File: config.mk
export PLATFORM = sky130hd
export DESIGN_NAME = decode_stage_p
export DESIGN_NICKNAME = d
export VERILOG_FILES = /design/src/rtl/decode_stage_p.sv
export SDC_FILE = /design/constraint.sdc
export NUM_CORES = 2
export LEC_CHECK = 0
export CORE_UTILIZATION = 25
export CTS_CLUSTER_SIZE = 20
export DETAILED_ROUTE_END_ITERATION = 8
export GPL_TIMING_DRIVEN = 0
export SKIP_LAST_GASP = 1
export SYNTH_ARGS = -nofsm -noshare
export SYNTH_HDL_FRONTEND = slang
export SYNTH_SLANG_ARGS = --single-unit
File: constraint.sdc
create_clock -name clk -period 6 [get_ports clk]
set_input_delay 1.2 -clock clk [delete_from_list [all_inputs] [get_ports clk]]
set_output_delay 1.2 -clock clk [all_outputs]
set_load 0.01 [all_outputs]
File: src/rtl/decode_stage_p.sv
// ID stage of the five-stage MIPS pipeline: decode, register file read, immediate
// sign-extension, load-use stall detection and flush handling, registered into ID/EX.
module decode_stage_p #(
    parameter int unsigned DATA_W     = 32,
    parameter int unsigned REG_ADDR_W = 5,
    parameter bit          RF_BYPASS  = 1'b1
) (
    input  logic                  clk,
    input  logic                  rst,
    input  logic                  wb_reg_write,
    input  logic [REG_ADDR_W-1:0] wb_write_reg_location,
    input  logic [DATA_W-1:0]     mem_wb_write_data,
    input  logic [31:0]           if_id_instr,
    input  logic [DATA_W-1:0]     if_id_npc,
    input  logic                  if_id_valid,
    input  logic                  ex_flush,
    output logic                  id_stall,
    output logic                  id_ex_valid,
    output logic [1:0]            id_ex_wb,
    output logic [2:0]            id_ex_mem,
    output logic [3:0]            id_ex_execute,
    output logic [DATA_W-1:0]     id_ex_npc,
    output logic [DATA_W-1:0]     id_ex_readdat1,
    output logic [DATA_W-1:0]     id_ex_readdat2,
    output logic [DATA_W-1:0]     id_ex_sign_ext,
    output logic [REG_ADDR_W-1:0] id_ex_instr_bits_20_16,
    output logic [REG_ADDR_W-1:0] id_ex_instr_bits_15_11
);

    localparam int unsigned NREGS = 1 << REG_ADDR_W;

    typedef enum logic [5:0] {
        OP_RTYPE = 6'h00,
        OP_BEQ   = 6'h04,
        OP_ADDI  = 6'h08,
        OP_LW    = 6'h23,
        OP_SW    = 6'h2B
    } opcode_e;

    logic [DATA_W-1:0]     r_regs [NREGS];

    logic                  r_valid;
    logic [1:0]            r_wb;
    logic [2:0]            r_mem;
    logic [3:0]            r_execute;
    logic [DATA_W-1:0]     r_npc;
    logic [DATA_W-1:0]     r_readdat1;
    logic [DATA_W-1:0]     r_readdat2;
    logic [DATA_W-1:0]     r_sign_ext;
    logic [REG_ADDR_W-1:0] r_rt;
    logic [REG_ADDR_W-1:0] r_rd;

    logic [5:0]            w_opcode;
    logic [REG_ADDR_W-1:0] w_rs;
    logic [REG_ADDR_W-1:0] w_rt;
    logic [REG_ADDR_W-1:0] w_rd;
    logic signed [15:0]    w_imm;
    logic [DATA_W-1:0]     w_sign_ext;
    logic [1:0]            w_wb;
    logic [2:0]            w_mem;
    logic [3:0]            w_execute;
    logic                  w_uses_rt;
    logic                  w_hazard;
    logic                  w_bubble;
    logic [DATA_W-1:0]     w_readdat1;
    logic [DATA_W-1:0]     w_readdat2;

    assign w_opcode   = if_id_instr[31:26];
    assign w_rs       = if_id_instr[21 +: REG_ADDR_W];
    assign w_rt       = if_id_instr[16 +: REG_ADDR_W];
    assign w_rd       = if_id_instr[11 +: REG_ADDR_W];
    assign w_imm      = if_id_instr[15:0];
    assign w_sign_ext = DATA_W'(w_imm);

    always_comb begin
        w_wb      = '0;
        w_mem     = '0;
        w_execute = '0;
        w_uses_rt = 1'b0;
        case (w_opcode)
            OP_RTYPE: begin
                w_wb      = 2'b10;
                w_execute = 4'b1100;
                w_uses_rt = 1'b1;
            end
            OP_LW: begin
                w_wb      = 2'b11;
                w_mem     = 3'b010;
                w_execute = 4'b0001;
            end
            OP_SW: begin
                w_mem     = 3'b001;
                w_execute = 4'b0001;
                w_uses_rt = 1'b1;
            end
            OP_BEQ: begin
                w_mem     = 3'b100;
                w_execute = 4'b0010;
                w_uses_rt = 1'b1;
            end
            OP_ADDI: begin
                w_wb      = 2'b10;
                w_execute = 4'b0001;
            end
            default: ;
        endcase
    end

    // Register 0 is hard-wired; the bypass check comes before it so r0 never forwards.
    always_comb begin
        w_readdat1 = r_regs[w_rs];
        if (RF_BYPASS && wb_reg_write && (wb_write_reg_location == w_rs))
            w_readdat1 = mem_wb_write_data;
        if (w_rs == '0)
            w_readdat1 = '0;

        w_readdat2 = r_regs[w_rt];
        if (RF_BYPASS && wb_reg_write && (wb_write_reg_location == w_rt))
            w_readdat2 = mem_wb_write_data;
        if (w_rt == '0)
            w_readdat2 = '0;
    end

    assign w_hazard = if_id_valid && r_valid && r_mem[1] && (r_rt != '0) &&
                      ((r_rt == w_rs) || (w_uses_rt && (r_rt == w_rt)));
    // A flush redirects IF, so holding PC and IF/ID would be wrong.
    assign id_stall = w_hazard && !ex_flush;
    assign w_bubble = w_hazard || ex_flush || !if_id_valid;

    always_ff @(posedge clk) begin
        if (rst) begin
            for (int unsigned i = 0; i < NREGS; i++)
                r_regs[i] <= '0;
        end else if (wb_reg_write && (wb_write_reg_location != '0)) begin
            r_regs[wb_write_reg_location] <= mem_wb_write_data;
        end
    end

    always_ff @(posedge clk) begin
        if (rst) begin
            r_valid    <= 1'b0;
            r_wb       <= '0;
            r_mem      <= '0;
            r_execute  <= '0;
            r_npc      <= '0;
            r_readdat1 <= '0;
            r_readdat2 <= '0;
            r_sign_ext <= '0;
            r_rt       <= '0;
            r_rd       <= '0;
        end else begin
            r_valid    <= !w_bubble;
            r_wb       <= w_bubble ? '0 : w_wb;
            r_mem      <= w_bubble ? '0 : w_mem;
            r_execute  <= w_bubble ? '0 : w_execute;
            r_npc      <= if_id_npc;
            r_readdat1 <= w_readdat1;
            r_readdat2 <= w_readdat2;
            r_sign_ext <= w_sign_ext;
            r_rt       <= w_rt;
            r_rd       <= w_rd;
        end
    end

    assign id_ex_valid            = r_valid;
    assign id_ex_wb               = r_wb;
    assign id_ex_mem              = r_mem;
    assign id_ex_execute          = r_execute;
    assign id_ex_npc              = r_npc;
    assign id_ex_readdat1         = r_readdat1;
    assign id_ex_readdat2         = r_readdat2;
    assign id_ex_sign_ext         = r_sign_ext;
    assign id_ex_instr_bits_20_16 = r_rt;
    assign id_ex_instr_bits_15_11 = r_rd;

endmodule

* Word-level counts from Yosys, hierarchy flattened
Memories as Yosys holds them, arrays and structs flattened. A register that Yosys moved wholly into a read port is not among the register bits.
Index checks and enable logic that the tools add are counted.
** Word-level totals
- Register bits :: 68
- RAM bits :: 1024
- Bits of input ports :: 106
- Output and inout bits :: 149
- Word-level logic and storage cells :: 52
- Memories kept :: 1
** Memories
- r_regs :: depth 32, bits a word 32, read ports 2, clocked after memory_dff 2, wr ports 32, line 40 : logic [DATA_W-1:0] r_regs [NREGS];
** Operators by class
- Eq/ne operators :: 6
- Multiplexer cells :: 12
- Reduce and logical (&&, ||, !) cells :: 25
** Operators by type and width (count)
- $mux W32 :: 1
- $reduce_or A32 Y1 :: 1
- $eq A6 B6 Y1 const B :: 2
- $pmux W4 S3 :: 1
- $eq A5 B5 Y1 :: 2
- $logic_not A5 Y1 :: 2
- $reduce_bool A5 Y1 :: 2
- $pmux W3 S3 :: 1
- $reduce_or A2 Y1 :: 4
- $logic_and A1 B1 Y1 :: 7
- $mux W1 :: 7
- $eq A6 B3 Y1 const B :: 1
- $eq A6 B4 Y1 const B :: 1
- $logic_not A6 Y1 :: 1
- $reduce_or A3 Y1 :: 2
- $mux W5 :: 1
- $pmux W2 S2 :: 1
- $logic_not A1 Y1 :: 3
- $logic_or A1 B1 Y1 :: 3

* Longest topological paths before layout
- Word-level depth :: 9
- Mapped depth :: 10
- Gate-level depth less buffers :: 5

* Worst setup path before layout
Ideal clock, no wire load.
- Kind :: in2out
- Start :: in if_id_instr[16]
- End :: out id_stall
- Arrival :: 2.963 ns
- Data required time :: 4.800 ns
- Slack :: 1.837 ns
- Stages on the path :: 9
- Path buffers :: 4
- Cells stage by stage :: clkbuf_2 buf_6 buf_2 buf_4 xor2_1 nor4_1 nand3_1 a21oi_2 nor2b_1
** Between the ends
- Word-level cells in the longest chain between the ends :: 5
** Ends and longest elaborated chain
- start, declared :: line 13 : input logic [31:0] if_id_instr,
- $eq A5 B5 Y1 :: line 125 : ((r_rt == w_rs) || (w_uses_rt && (r_rt == w_rt)));
- $logic_and A1 B1 Y1 :: line 125
- $logic_or A1 B1 Y1 :: line 125
- $logic_and A1 B1 Y1 :: line 124 : assign w_hazard = if_id_valid && r_valid && r_mem[1] && (r_rt != '0) &&
- $logic_and A1 B1 Y1 :: line 127 : assign id_stall = w_hazard && !ex_flush;
- end, declared :: line 17 : output logic id_stall,
Every way passes these cells.

* Final worst setup path
- Start :: in if_id_instr[18]
- End :: out id_stall
Same word-level chain as after synthesis.

==> results.json <==
{
  "rsz0062_at_grt": "no",
  "layout_common_cells": "edfxtp_1, and2_1, mux4_2",
  "hold_path.class": "reg -> reg",
  "wl_per_cell_um": 30.12,
  "synth_cell_types": 48,
  "synthTopCellsByArea": "edfxtp_1, mux4_2, and2_1, mux2i_1, dfxtp_1",
  "nFillCells": 23330,
  "avgViaCountPerCell": 5.157,
  "cts-htree-levels": 3,
  "dp_hpwl_um": 174300,
  "end_kind": "primary output",
  "status": "finished, violations left",
  "start_util_pct": 25.13,
  "skew_ns": 0.03379,
  "finalCriticalPeriod_ns": 5.893,
  "place_area_sq_um": 64800,
  "arrival_ns": 4.69,
  "die_h_um": 485.4,
  "synth_edf_count": 1024,
  "area_growth_pct": 17.50,
  "leakagePower_uw": 0.02360,
  "rr_worst_depth": 4,
  "synth-main-ff-cell": "edfxtp_1",
  "drc": 0,
  "vias": 39360,
  "worst_pin_slew_ns": 1.655,
  "rows": 177,
  "fin_area_sq_um": 68650,
  "post-route-period-util_pct": 98.22,
  "ys_seq_area_share_pct": 56.95,
  "postCtsResizedCells": 0,
  "critPathKind": "in -> out",
  "cts-root-buf": "clkbuf_16",
  "ys_ff_latch": 1150,
  "grt_pass1_wl_um": 311400,
  "ioPinCount": 255,
  "holdBufCountCts": 0,
  "cts_setup_buffers": 0,
  "dieWidth_um": 485.4,
  "syn-cell-area_sq_um": 58430,
  "cts_buffer_depth": 3,
  "hold_path_depth": 3,
  "final_common_cell": "edfxtp_1",
  "hold_viol_final": 0,
  "relSlewSlack_pct": -10.33,
  "synth-async-reset-ratio_pct": 0,
  "syn_inst": 4087,
  "overflow": 0,
  "violations": "capacitance limit, slew limit",
  "core_region_area_sq_um": 232500,
  "yosysWarnings": 0,
  "grt_usage_pct": 18.97,
  "synth_top_area_share_pct": 52.63,
  "path_max_fanout": 10,
  "maxCapViolations": 4,
  "ir_worst_vdd_v": 0.0002341,
  "setup_violations": 0,
  "power_density_nw_per_um2": 282.3,
  "cts_made_buffers": 113,
  "drt-pass1-iter-count": 6,
  "antenna_left": 0,
  "avgSynthCellArea_sq_um": 14.30,
  "clock_latency_ns": 0.77,
  "path_clk_slew_ns": 0.06,
  "place_congestion": 0.9791,
  "dieArea_sq_um": 235600,
  "layout-drive-gt1-share_pct": 17.05,
  "cts_sinks": 1150,
  "cts_tree": "built",
  "grt_pass1_vias": 38900,
  "clock.fmax_mhz": 169.7,
  "fin_setup_tns_ns": 0,
  "port_buffers": 239,
  "required_ns": 4.80,
  "slew_viol_final": 34,
  "grt_max_degree": 33,
  "wl_um": 229900,
  "nets": 4582,
  "yosysTopAreaCell": "edfxtp_1",
  "cp-start-kind": "input pin",
  "drtIter0Drc": 4879,
  "antenna_found_initial": 28
}
==> flip-flops by register name, summed over array words and instances (netlist names) <==
signal                  flops
id_ex_sign_ext             16
id_ex_valid                 1
id_ex_mem                   3
id_ex_instr_bits_20_16      5
id_ex_wb                    2
id_ex_readdat1             32
id_ex_execute               3
r_regs                   1024
id_ex_readdat2             32
id_ex_npc                  32
==> kinds of logic (layout without fill, tap and decap cells) <==
logic type,after synthesis,in the layout,synth area share (%)
compound gates,402,402,5.465
xor+xnor,20,20,0.2998
buf+inv,455,906,3.281
flops,1150,1150,56.95
mux,699,699,20.27
other cells,1,52,0.006418
simple gates,1360,1360,13.74
==> synthesized netlist by cell type (all sizes together), types with 35 or more instances <==
master  instances
o21ai          50
o22ai          55
mux4          384
dfxtp         126
nand2          88
buf           113
mux2i         283
nor2           74
o221ai         35
nor2b          59
nor3           75
edfxtp       1024
and2          994
clkbuf        341
a22oi          70
==> critical path, stage by stage <==
cell,delay (ns)
buf_2,0.25
clkbuf_1,1.04
buf_2,0.69
xor2_1,0.14
nor2_1,0.11
nand3_1,0.10
a21oi_2,0.39
nor2b_1,0.18
clkdlybuf4s50_1,0.56
==> metrics by stage <==
stage	util [%]	hold slack [ns]	power (uW)	setup WS (ns)	instances
after detailed placement	27.87	0.6474	12000	0.1545	7402
after CTS	29.49	0.6687	19330	0.1616	7610
after global placement	27.84	0.6354	11960	0.1922	7400
after global routing	29.52	0.6929	19740	0.1039	7628
final	29.52	0.6653	19380	0.1069	7632
after floorplan	-	0.6098	10810	1.837	4118
==> report_power, final <==
part | internal (uW) | leakage (uW) | switching, uW
Combinational | 978 | 0.0109 | 1540
Clock | 4150 | 0.00187 | 3310
Sequential | 9170 | 0.0108 | 228
==> area by class of cell <==
class                   instances  area [sq um]  area share [%]
repair buffers                243          2465           3.590
diodes                         20         50.05         0.07290
inverters                       1         3.754        0.005468
plain buffers                 454          1924           2.803
flip-flops and latches       1150         33270           48.47
well taps                    3043          3807           5.546
multi-input cells            2513         23350           34.02
clock inverters                57         480.5          0.6999
clock buffers                 151          3293           4.797
==> routing by layer <==
| layer | wire length (um) | GRT usage, % | share of wire (%) |
|---|---|---|---|
| met1 | 82620 | 22.24 | 36 |
| met2 | 108400 | 30.91 | 47 |
| met3 | 20260 | 3.508 | 8.8 |
| met4 | 18510 | 14.29 | 8.1 |
| met5 | 43 | 0 | 0.019 |
==> worst paths after layout <==
kind | startpoint | endpoint | slack, ns
worst max register to register | r_regs[29][6] | id_ex_readdat1[6] | 3.59
worst min register to register | id_ex_valid | id_ex_valid | 0.67
worst min-delay path | id_ex_valid | id_ex_valid | 0.67
worst max-delay path | if_id_instr[18] | id_stall | 0.11
Note: power is estimated with default switching activity, not from simulation.
